==> config.mk <==
export PLATFORM = sky130hd
export DESIGN_NAME = usb_tx_fifo
export DESIGN_NICKNAME = d
export VERILOG_FILES = /design/src/rtl/usb_pkg.sv /design/src/rtl/usb_fifo_ram.sv /design/src/rtl/usb_tx_fifo.sv
export SDC_FILE = /design/constraint.sdc
export NUM_CORES = 1
export LEC_CHECK = 0
export ABC_AREA = 1
export CAP_MARGIN = 10
export CORE_UTILIZATION = 45
export DETAILED_ROUTE_END_ITERATION = 8
export DONT_BUFFER_PORTS = 1
export PLACE_DENSITY_LB_ADDON = 0.1
export SYNTH_ARGS = -nofsm -noshare
export SYNTH_HDL_FRONTEND = slang
export SYNTH_SLANG_ARGS = --single-unit
==> constraint.sdc <==
create_clock -name CLKOUT -period 10.5 [get_ports CLKOUT]
set_input_delay 1.05 -clock CLKOUT [delete_from_list [all_inputs] [get_ports CLKOUT]]
set_output_delay 1.05 -clock CLKOUT [all_outputs]
set_load 0.1 [all_outputs]
==> src/rtl/usb_pkg.sv <==
// usb_pkg: shared constants and entry type for the USB EP6 transmit path.
package usb_pkg;
   localparam int WORD_W = 16;
   localparam logic [1:0] EP6_ADDR = 2'b10;
   localparam int PKT_WORDS_DEF = 256;
   localparam int TIMEOUT_DEF = 1024;
   typedef struct packed {
      logic              last;
      logic [WORD_W-1:0] data;
   } fifo_word_t;
endpackage

==> src/rtl/usb_fifo_ram.sv <==
// usb_fifo_ram: DEPTH x 17 storage, synchronous write, asynchronous read.
module usb_fifo_ram import usb_pkg::*; #(
   parameter int ADDR_W = 4
) (
   input  logic              CLKOUT,
   input  logic              we,
   input  logic [ADDR_W-1:0] waddr,
   input  fifo_word_t        wdata,
   input  logic [ADDR_W-1:0] raddr,
   output fifo_word_t        rdata
);
   fifo_word_t mem [2**ADDR_W];
   always_ff @(posedge CLKOUT)
      if (we) mem[waddr] <= wdata;
   assign rdata = mem[raddr];
endmodule

==> src/rtl/usb_tx_fifo.sv <==
// usb_tx_fifo: FWFT transmit FIFO that tags packet ends on size, flush or idle timeout.
module usb_tx_fifo import usb_pkg::*; #(
   parameter int ADDR_W    = 4,
   parameter int PKT_WORDS = PKT_WORDS_DEF,
   parameter int TIMEOUT   = TIMEOUT_DEF
) (
   input  logic              CLKOUT,
   input  logic              rst_n,
   input  logic [WORD_W-1:0] in_data,
   input  logic              in_valid,
   output logic              in_ready,
   input  logic              flush,
   output logic [WORD_W-1:0] out_data,
   output logic              out_last,
   output logic              out_valid,
   input  logic              out_ready,
   output logic [ADDR_W:0]   level
);
   localparam int CW = $clog2(PKT_WORDS) + 1;
   localparam int TW = $clog2(TIMEOUT) + 1;
   logic [ADDR_W:0]   wr_ptr, rd_ptr;
   logic [CW-1:0]     pkt_cnt;
   logic [TW-1:0]     timer;
   logic [WORD_W-1:0] tail_data;
   logic              tail_last;
   logic              push, pop, idle, close, push_last, we;
   logic [ADDR_W-1:0] waddr;
   fifo_word_t        wdata, rdata;
   assign level     = wr_ptr - rd_ptr;
   assign in_ready  = level != (ADDR_W+1)'(2**ADDR_W);
   assign out_valid = level != '0;
   assign out_data  = out_valid ? rdata.data : '0;
   // A flush closing the only stored word must show on the word leaving this cycle
   assign out_last  = out_valid & (rdata.last | (close & level == (ADDR_W+1)'(1)));
   always_comb begin
      push      = in_valid & in_ready;
      pop       = out_valid & out_ready;
      idle      = !push & out_valid & !tail_last;
      close     = idle & (flush | timer == TW'(TIMEOUT-1));
      push_last = flush | pkt_cnt == CW'(PKT_WORDS-1);
      we        = push | close;
      waddr     = push ? wr_ptr[ADDR_W-1:0] : wr_ptr[ADDR_W-1:0] - ADDR_W'(1);
      wdata     = push ? {push_last, in_data} : {1'b1, tail_data};
   end
   // The tail word is mirrored so closing it needs only the single write port
   always_ff @(posedge CLKOUT or negedge rst_n) begin
      if (!rst_n) begin
         wr_ptr    <= '0;
         rd_ptr    <= '0;
         pkt_cnt   <= '0;
         timer     <= '0;
         tail_data <= '0;
         tail_last <= 1'b0;
      end else begin
         if (push) wr_ptr <= wr_ptr + (ADDR_W+1)'(1);
         if (pop) rd_ptr <= rd_ptr + (ADDR_W+1)'(1);
         if (push) begin
            tail_data <= in_data;
            tail_last <= push_last;
         end else if (close) tail_last <= 1'b1;
         if ((push & push_last) | close) pkt_cnt <= '0;
         else if (push) pkt_cnt <= pkt_cnt + CW'(1);
         if (push | close) timer <= '0;
         else if (idle) timer <= timer + TW'(1);
      end
   end
   usb_fifo_ram #(.ADDR_W(ADDR_W)) u_ram (
      .CLKOUT(CLKOUT),
      .we    (we),
      .waddr (waddr),
      .wdata (wdata),
      .raddr (rd_ptr[ADDR_W-1:0]),
      .rdata (rdata)
   );
endmodule

==> results.json, run 1 <==
{
  "status": "complete, no violations",
  "relSlewSlack": 0.2290,
  "die_area_mm2": 0.03038,
  "wl_um": 33690,
  "antenna_left": 0,
  "r2r_end": "u_ram.mem[3][7]",
  "crit_type": "reg -> out",
  "synth-edff-count": 272,
  "drt_first_pass_iters": 7,
  "synth_seq_cells": 319,
  "tns_ns": 0,
  "vias": 8497,
  "cts_hold_buf": 0,
  "cts_tree": "yes",
  "num_io_pins": 45,
  "dpl.hpwl_um": 20600,
  "reg2reg_from": "rd_ptr[1]",
  "via_per_inst": 5.586,
  "area_growth_pct": 13.27,
  "grt_pass1_vias": 8317,
  "hold_class": "in -> async",
  "synthCells": 1114,
  "ys_seq_area_frac": 0.6994,
  "period_share": 0.5715,
  "syn-mean-instance-area_um2": 11.99,
  "crit_fanout": 41,
  "synth_cell_type_count": 41,
  "crit_path_end_kind": "output pin",
  "fin_worst_skew_ns": 0.02866,
  "start_util": 0.4617,
  "rows": 62,
  "drt_iter0_markers": 737,
  "period_minus_slack_ns": 6.001,
  "grt_use_met2": 0.3621,
  "rr_worst_depth": 8,
  "cp_data_arrival_time_ns": 4.95,
  "fmaxAchievable_mhz": 166.6,
  "post_cts_buffers": 0,
  "slew_viol_final": 0,
  "grt_use_met1": 0.3241,
  "grt_max_degree": 92,
  "portBuffers": 0,
  "nNetsFinal": 1142,
  "wire_per_inst_um": 22.15,
  "cts_root_buf": "clkbuf_16",
  "layout-drive-gt1-share": 0.1152,
  "clock_sinks": 319,
  "diodes": 0,
  "grt-busiest-layer": "met2",
  "path_clk_slew_ns": 0.07,
  "die_w_um": 174.3,
  "die_h_um": 174.3,
  "clock_path_buffers": 3,
  "core_area_mm2": 0.02894,
  "track_usage": 0.2276,
  "synthesis.nets": 1146,
  "drcViolationCount": 0,
  "rsz0062_at_grt": "false",
  "met3_usage": 0.04068,
  "antenna_found_initial": 0,
  "grt-ovfl-total": 0,
  "setup_viol": 0,
  "cts_resized": 0,
  "drv_cap": 0,
  "routabilityCongestion": 0.8277,
  "grt_pass1_wl_um": 51430,
  "fillers": 2520,
  "r2r_slack_ns": 4.63,
  "clkLatencyLatePin_ns": 0.52,
  "synth-main-ff-cell": "edfxtp_1",
  "cts_max_level": 2,
  "hold_viol": 0,
  "synth_warnings": 0,
  "critPathRequiredTime_ns": 9.45,
  "worst_slew_pin_slew_ns": 1.155,
  "syn-cell-area_mm2": 0.01336,
  "critPathLaunchType": "register",
  "numCtsBuffers": 35,
  "async_flop_share": 0.1473
}
==> metrics by stage <==
step	utilization	cell area, um^2	hold slack [ns]	worst slack [ns]	instances
after floorplan	-	13360	0.4617	3.986	1114
after global placement	0.4801	13890	0.4849	4.718	1457
after detailed placement	0.4801	13890	0.4812	4.641	1457
after CTS	0.5230	15130	0.2077	4.480	1521
after global routing	0.5230	15130	0.2070	4.258	1521
final	0.5230	15130	0.2216	4.499	1521
==> metal layers <==
layer / vias up / share of wire
li1: 3998 / -
met1: 4225 / 0.45
met2: 228 / 0.47
met3: 46 / 0.058
met4: 0 / 0.020
met5: - / 0
==> cell usage after synthesis, types with 7 or more instances <==
cell	instances	share of area
nand2_1	333	0.094
edfxtp_1	272	0.61
a21oi_1	99	0.037
dfrtp_1	47	0.088
inv_1	44	0.012
clkbuf_1	42	0.012
nor2_1	39	0.011
a22oi_1	30	0.017
nand3_1	30	0.011
a32o_1	27	0.020
o211ai_1	17	0.0096
xor2_1	16	0.010
o21ai_0	12	0.0045
a31oi_1	11	0.0052
a32oi_1	11	0.0072
ha_1	10	0.0094
buf_2	8	0.0030
nand4_1	7	0.0033
nor3_1	7	0.0026
o22ai_1	7	0.0033
==> cells by family after synthesis <==
logic type               share of synthesized area
AND/OR/NAND/NOR                             0.1340
flip-flops                                  0.6994
AO/OA/AOI/OAI                               0.1075
buffers and inverters                      0.03306
XOR/XNOR                                   0.01433
adder cells (fa/ha/maj)                    0.01086
multiplexers                             0.0007493
==> sequential cells by signal, summed over array words and instances (netlist names) <==
name       count
wr_ptr         5
tail_data     16
pkt_cnt        9
timer         11
rd_ptr         5
tail_last      1
u_ram.mem    272
==> worst max-delay path by stage <==
stage	start	end	slack, ns	depth (start not counted)
4_1_cts	rd_ptr[1]	out_last	4.48	10
3_3_place_gp	rd_ptr[1]	u_ram.mem[15][9]	4.72	8
5_1_grt	rd_ptr[1]	out_last	4.26	10
3_5_place_dp	rd_ptr[1]	u_ram.mem[15][9]	4.64	8
6_report	rd_ptr[1]	out_last	4.50	10
2_1_floorplan	rd_ptr[1]	out_data[10]	3.99	10
==> worst max-delay path, stage by stage, from the launching register on <==
cell	delay, ns
dfrtp_1	0.36
clkinv_2	0.51
fa_1	1.54
nor2_1	0.29
nand4_2	0.18
buf_4	0.42
nand3_2	0.38
nor2_1	0.18
nand2_1	0.08
a21oi_2	0.14
buf_4	0.31
==> area by class of cell <==
class                      count  area (um^2)  share of cell area
clock buffer                  45        984.7             0.06507
clock inverter                19        256.5             0.01695
inverter                      47        180.2             0.01191
multi-input combinational    688         3700              0.2445
sequential                   319         9348              0.6177
tap                          384        480.5             0.03175
timing repair buffer          19        182.7             0.01207
==> cell usage in the layout, fill, tap and decap left out, drive strengths merged <==
cell type and instances:
nand2 341, buf 19, clkinv 12, a21oi 100
a32oi 11, bufinv 6, nor2b 1, o22ai 7
inv 47, clkbuf 45, xnor2 5, nor4 2
a22oi 30, edfxtp 272, o211ai 17, fa 1
mux2i 1, nor2 41, o21ai 17, nor3 7
ha 10, dfrtp 47, a32o 27, nor3b 2
a31oi 11, xor2 16, nand3 32, clkinvlp 1
nand4 9
Power of run 1 is not shown: default switching activity piles up to over one toggle a cycle in this logic, so the estimate is an artifact.
==> inputs of run 2 (changes only) <==
==> constraint.sdc (replaced) <==
create_clock -name CLKOUT -period 6 [get_ports CLKOUT]
set_input_delay 0.6 -clock CLKOUT [delete_from_list [all_inputs] [get_ports CLKOUT]]
set_output_delay 0.6 -clock CLKOUT [all_outputs]
set_load 0.1 [all_outputs]
==> run 2 against run 1 <==
Against the previous run: count of clock-buffer cells in the layout is 8 higher; register-to-register slack got worse by 3.5 ns; sequential cell count is the same; cell count up 0.66%; clock skew fell by 0.017 ns; cell area up 0.69%; routed wire length is 4.7% lower; setup slack worse by 3.4 ns; core utilization grew 0.36 points; first-iteration DRC count down 23%.
==> results.json, run 2 (synthesized netlist as in run 1, its figures left out) <==
{
  "status": "complete, no violations",
  "antenna_left": 0,
  "grt-ovfl-total": 0,
  "cts_max_level": 2,
  "grt_pass1_vias": 8403,
  "slew_viol_final": 0,
  "diodes": 0,
  "critPathLaunchType": "register",
  "num_io_pins": 45,
  "crit_fanout": 57,
  "antenna_found_initial": 0,
  "clock_path_buffers": 3,
  "relSlewSlack": 0.2432,
  "cts_root_buf": "clkbuf_16",
  "tns_ns": 0,
  "die_w_um": 174.3,
  "area_growth_pct": 14.05,
  "fmaxAchievable_mhz": 203.6,
  "largest_reg_flops": 272,
  "period_share": 0.8188,
  "grt_pass1_wl_um": 49980,
  "clock_sinks": 319,
  "rows": 62,
  "numCtsBuffers": 35,
  "clkLatencyLatePin_ns": 0.50,
  "portBuffers": 0,
  "die_area_mm2": 0.03038,
  "layout-drive-gt1-share": 0.1168,
  "crit_path_end_kind": "register",
  "path_clk_slew_ns": 0.06,
  "core_area_mm2": 0.02894,
  "layout_common_cells": "333 x nand2_1, 272 x edfxtp_1, 98 x a21oi_1",
  "nNetsFinal": 1157,
  "wire_per_inst_um": 20.98,
  "drcViolationCount": 0,
  "cts_tree": "yes",
  "fin_worst_skew_ns": 0.01205,
  "critPathRequiredTime_ns": 6.12,
  "setup_viol": 0,
  "dpl.hpwl_um": 19200,
  "cp_data_arrival_time_ns": 5.03,
  "largest-register": "u_ram.mem",
  "period_minus_slack_ns": 4.913,
  "worst_slew_pin_slew_ns": 1.135,
  "crit_type": "reg -> reg",
  "rsz0062_at_grt": "false",
  "grt_max_degree": 106,
  "final_common_cell": "nand2_1",
  "drt_iter0_markers": 571,
  "track_usage": 0.2158,
  "start_util": 0.4617,
  "vias": 8512,
  "drv_cap": 0,
  "hold_viol": 0,
  "via_per_inst": 5.560,
  "hold_class": "in -> reg",
  "wl_um": 32120,
  "routabilityCongestion": 0.8098,
  "die_h_um": 174.3,
  "cts_resized": 0,
  "drt_first_pass_iters": 5,
  "largestRegisters": "u_ram.mem (272), tail_data (16), timer (11)"
}
run 2: cell types whose count changed in the layout (fill, tap and decap cells not counted), moves of 2 or more:
cell and delta:
clkbuf_1 +7, buf_4 +2, clkinv_2 -3, buf_12 +11, bufinv_16 -6, clkbuf_16 +2
run 2: cell type report:
class | count | area (um^2)
clock buffers | 53 | 1047
clock inverters | 6 | 25.02
fillers | 2500 | 13700
inverters | 47 | 180.2
multi-input cells | 688 | 3700
flip-flops and latches | 319 | 9348
well taps | 384 | 480.5
repair buffers | 34 | 455.4
run 2: repair_timing:
action                    4_1_cts  5_1_grt
setup buffers                   0        0
hold endpoints to repair       47        0
hold buffers                    2        0
run 2: path summary, 6_finish.rpt:
check	startpoint	end	slack, ns	depth (start not counted)
setup / recovery	rd_ptr[0]	u_ram.mem[6][5]	1.09	12
hold / removal	in_valid	wr_ptr[0]	0.33	2
setup reg to reg	rd_ptr[0]	u_ram.mem[6][5]	1.09	12
hold reg to reg	pkt_cnt[1]	pkt_cnt[1]	0.51	2
max in group asynchronous	rst_n	rd_ptr[0]	5.14	2
min in group asynchronous	rst_n	tail_data[12]	0.62	2
run 2: routing by layer:
metal | track usage | vias to the layer above | routed length [um]
li1 | - | 4030 | -
met1 | 0.3080 | 4235 | 14770
met2 | 0.3435 | 206 | 15050
met3 | 0.03850 | 41 | 1795
met4 | 0.05190 | 0 | 507
met5 | 0 | - | 0
run 2: critical path, stage by stage, from the launching register on:
cell and delay [ns]:
dfrtp_4 0.86, ha_1 0.26, inv_1 0.07, fa_1 0.43, nand3_1 0.11, nand3_1 0.11
nand2_2 0.11, nand2_4 0.22, nand4_4 0.20, nand2_4 0.28, nand2_1 0.54, nand3_1 0.40
nor2_2 0.91
run 2: stage by stage:
stage	util	instances	hold slack (ns)	setup WS, ns	instance area [um^2]
after global routing	0.5266	1531	0.3451	0.7567	15240
after floorplan	-	1114	0.3044	0.4185	13420
after global placement	0.4882	1470	0.3057	1.128	14130
after detailed placement	0.4882	1470	0.3057	1.035	14130
after CTS	0.5266	1531	0.3078	1.002	15240
final	0.5266	1531	0.3285	1.088	15240
Power of run 2 is left out for the same reason.
==> inputs of run 3 (changes only) <==
==> constraint.sdc (replaced) <==
create_clock -name CLKOUT -period 4 [get_ports CLKOUT]
set_input_delay 0.4 -clock CLKOUT [delete_from_list [all_inputs] [get_ports CLKOUT]]
set_output_delay 0.4 -clock CLKOUT [all_outputs]
set_load 0.1 [all_outputs]
==> run 3 against run 2 <==
Against the previous run: count of clock-buffer cells in the layout shrank 13; sequential cell count is the same; via count grew 1.8%; global-route usage grew 0.61 points; clock skew grew 0.0046 ns; die area is the same; routed wire length grew 2.6%; register-to-register slack lost 0.72 ns; sequential share of layout area shrank 2.1 points; highest routed layer unchanged.
==> results.json, run 3 (synthesized netlist as in run 1, its figures left out) <==
{
  "portBuffers": 0,
  "track_usage": 0.2219,
  "drv_cap": 0,
  "wl_um": 32970,
  "grt_pass1_vias": 8411,
  "drcViolationCount": 0,
  "period_share": 0.9496,
  "numCtsBuffers": 35,
  "die_h_um": 174.3,
  "grt_pass1_wl_um": 50670,
  "slew_viol_final": 0,
  "critical-path-slowest-cell": "nor2_2",
  "hold_viol": 0,
  "cts_tree": "yes",
  "layout-drive-gt1-share": 0.1430,
  "rows": 62,
  "min-delay-start": "in_valid",
  "hold-path-endpoint": "wr_ptr[0]",
  "final_common_cell": "nand2_1",
  "crit_path_end_kind": "output pin",
  "slowest_delay_ns": 0.70,
  "rr_worst_depth": 13,
  "vias": 8663,
  "worst_slew_pin_slew_ns": 1.079,
  "num_io_pins": 45,
  "dpl.hpwl_um": 19220,
  "fillers": 2411,
  "reg2reg_from": "wr_ptr[0]",
  "grt-ovfl-total": 0,
  "cts_root_buf": "clkbuf_16",
  "wire_per_inst_um": 21.15,
  "period_minus_slack_ns": 3.798,
  "antenna_left": 0,
  "fin_worst_hold_slack_ns": 0.1212,
  "drt_iter0_markers": 895,
  "crit_type": "reg -> out",
  "clkLatencyLatePin_ns": 0.51,
  "clock_path_buffers": 3,
  "nNetsFinal": 1184,
  "path_buf_inv": 4,
  "largest-register": "u_ram.mem",
  "min_path_cells": 2,
  "area_growth_pct": 18.06,
  "critPathRequiredTime_ns": 3.60,
  "cp_top_family": "simple AND/OR/NAND/NOR gates",
  "die_w_um": 174.3,
  "diodes": 0,
  "relSlewSlack": 0.2810,
  "fin_worst_skew_ns": 0.01668,
  "antenna_found_initial": 0,
  "hold_class": "in -> reg",
  "cts_max_level": 2,
  "r2r_slack_ns": 0.37,
  "routabilityCongestion": 0.8078,
  "largestRegisters": "u_ram.mem (272), tail_data (16), timer (11)",
  "post_cts_buffers": 0,
  "critPathLaunchType": "register",
  "crit_chain": "inv_1, ha_1, inv_1, fa_2, nand3_1, nand3_1, nand2_2, nand2_4, buf_4, nor2_2, nor3b_4, buf_12",
  "via_per_inst": 5.557,
  "start_util": 0.4617,
  "core_area_mm2": 0.02894,
  "r2r_end": "u_ram.mem[2][7]",
  "largest_reg_flops": 272,
  "rsz0062_at_grt": "false",
  "drt_first_pass_iters": 5,
  "layout_common_cells": "333 x nand2_1, 272 x edfxtp_1, 98 x a21oi_1",
  "path_clk_slew_ns": 0.06,
  "fmaxAchievable_mhz": 263.3,
  "grt_max_degree": 140,
  "cp_data_arrival_time_ns": 3.40,
  "die_area_mm2": 0.03038,
  "setup_viol": 0,
  "status": "complete, no violations",
  "clock_sinks": 319,
  "crit_fanout": 9
}
[run 3: changes by cell type in the layout (fill, tap and decap cells not counted), sizes merged]
cell    change
bufinv      +6
clkinv      +5
clkbuf     -13
inv         +3
buf        +27
[run 3: what timing repair did]
item | CTS | global route
setup endpoints to repair | 0 | 1
endpoints found under the hold margin | 47 | 0
hold buffers | 2 | 0
resized for setup | 0 | 1
[run 3: cell type report]
type                       count  area [um^2]  area share
timing repair buffer          61        755.7     0.04792
clock inverter                20        261.5     0.01658
clock buffer                  40        894.6     0.05672
tap                          384        480.5     0.03046
inverter                      47        180.2     0.01142
multi-input combinational    688         3851      0.2442
sequential                   319         9348      0.5927
[run 3: layer usage]
layer,vias to the layer above,track usage,routed length [um],share of wire
met5,-,0,0,0
met4,0,0.05519,541,0.016
met3,45,0.03390,1980,0.060
met2,234,0.3415,14950,0.45
met1,4305,0.3301,15500,0.47
li1,4079,-,-,-
[run 3: metrics by stage]
stage	TNS (ns)	util	cell area, um^2	cells	worst slack, ns
final	0	0.5451	15770	1559	0.2018
after global routing	0	0.5451	15770	1559	0.01152
after CTS	0	0.5448	15760	1559	0.1822
after detailed placement	0	0.5035	14570	1497	0.4124
after global placement	0	0.5035	14570	1497	0.4685
after floorplan	-9.583	-	13630	1114	-0.07412
[run 3: worst max path at each step]
stage	startpoint	cells after the start	to	slack [ns]
after floorplan	rd_ptr[1]	13	u_ram.mem[2][0]	-0.07
after global placement	wr_ptr[0]	13	u_ram.mem[15][7]	0.47
after detailed placement	wr_ptr[0]	13	u_ram.mem[13][7]	0.41
after CTS	wr_ptr[0]	15	out_last	0.18
after global routing	wr_ptr[0]	12	out_data[11]	0.01
final	wr_ptr[0]	12	out_data[12]	0.20
[run 3: worst register-to-register path, delay by kind of cell (launching register included)]
family / cells / cell delay (ns)
and+or+nand+nor: 8 / 1.51
adders and majority gates: 2 / 0.56
buffers and inverters: 3 / 0.69
DFF: 1 / 0.42
Power of run 3 is left out for the same reason.
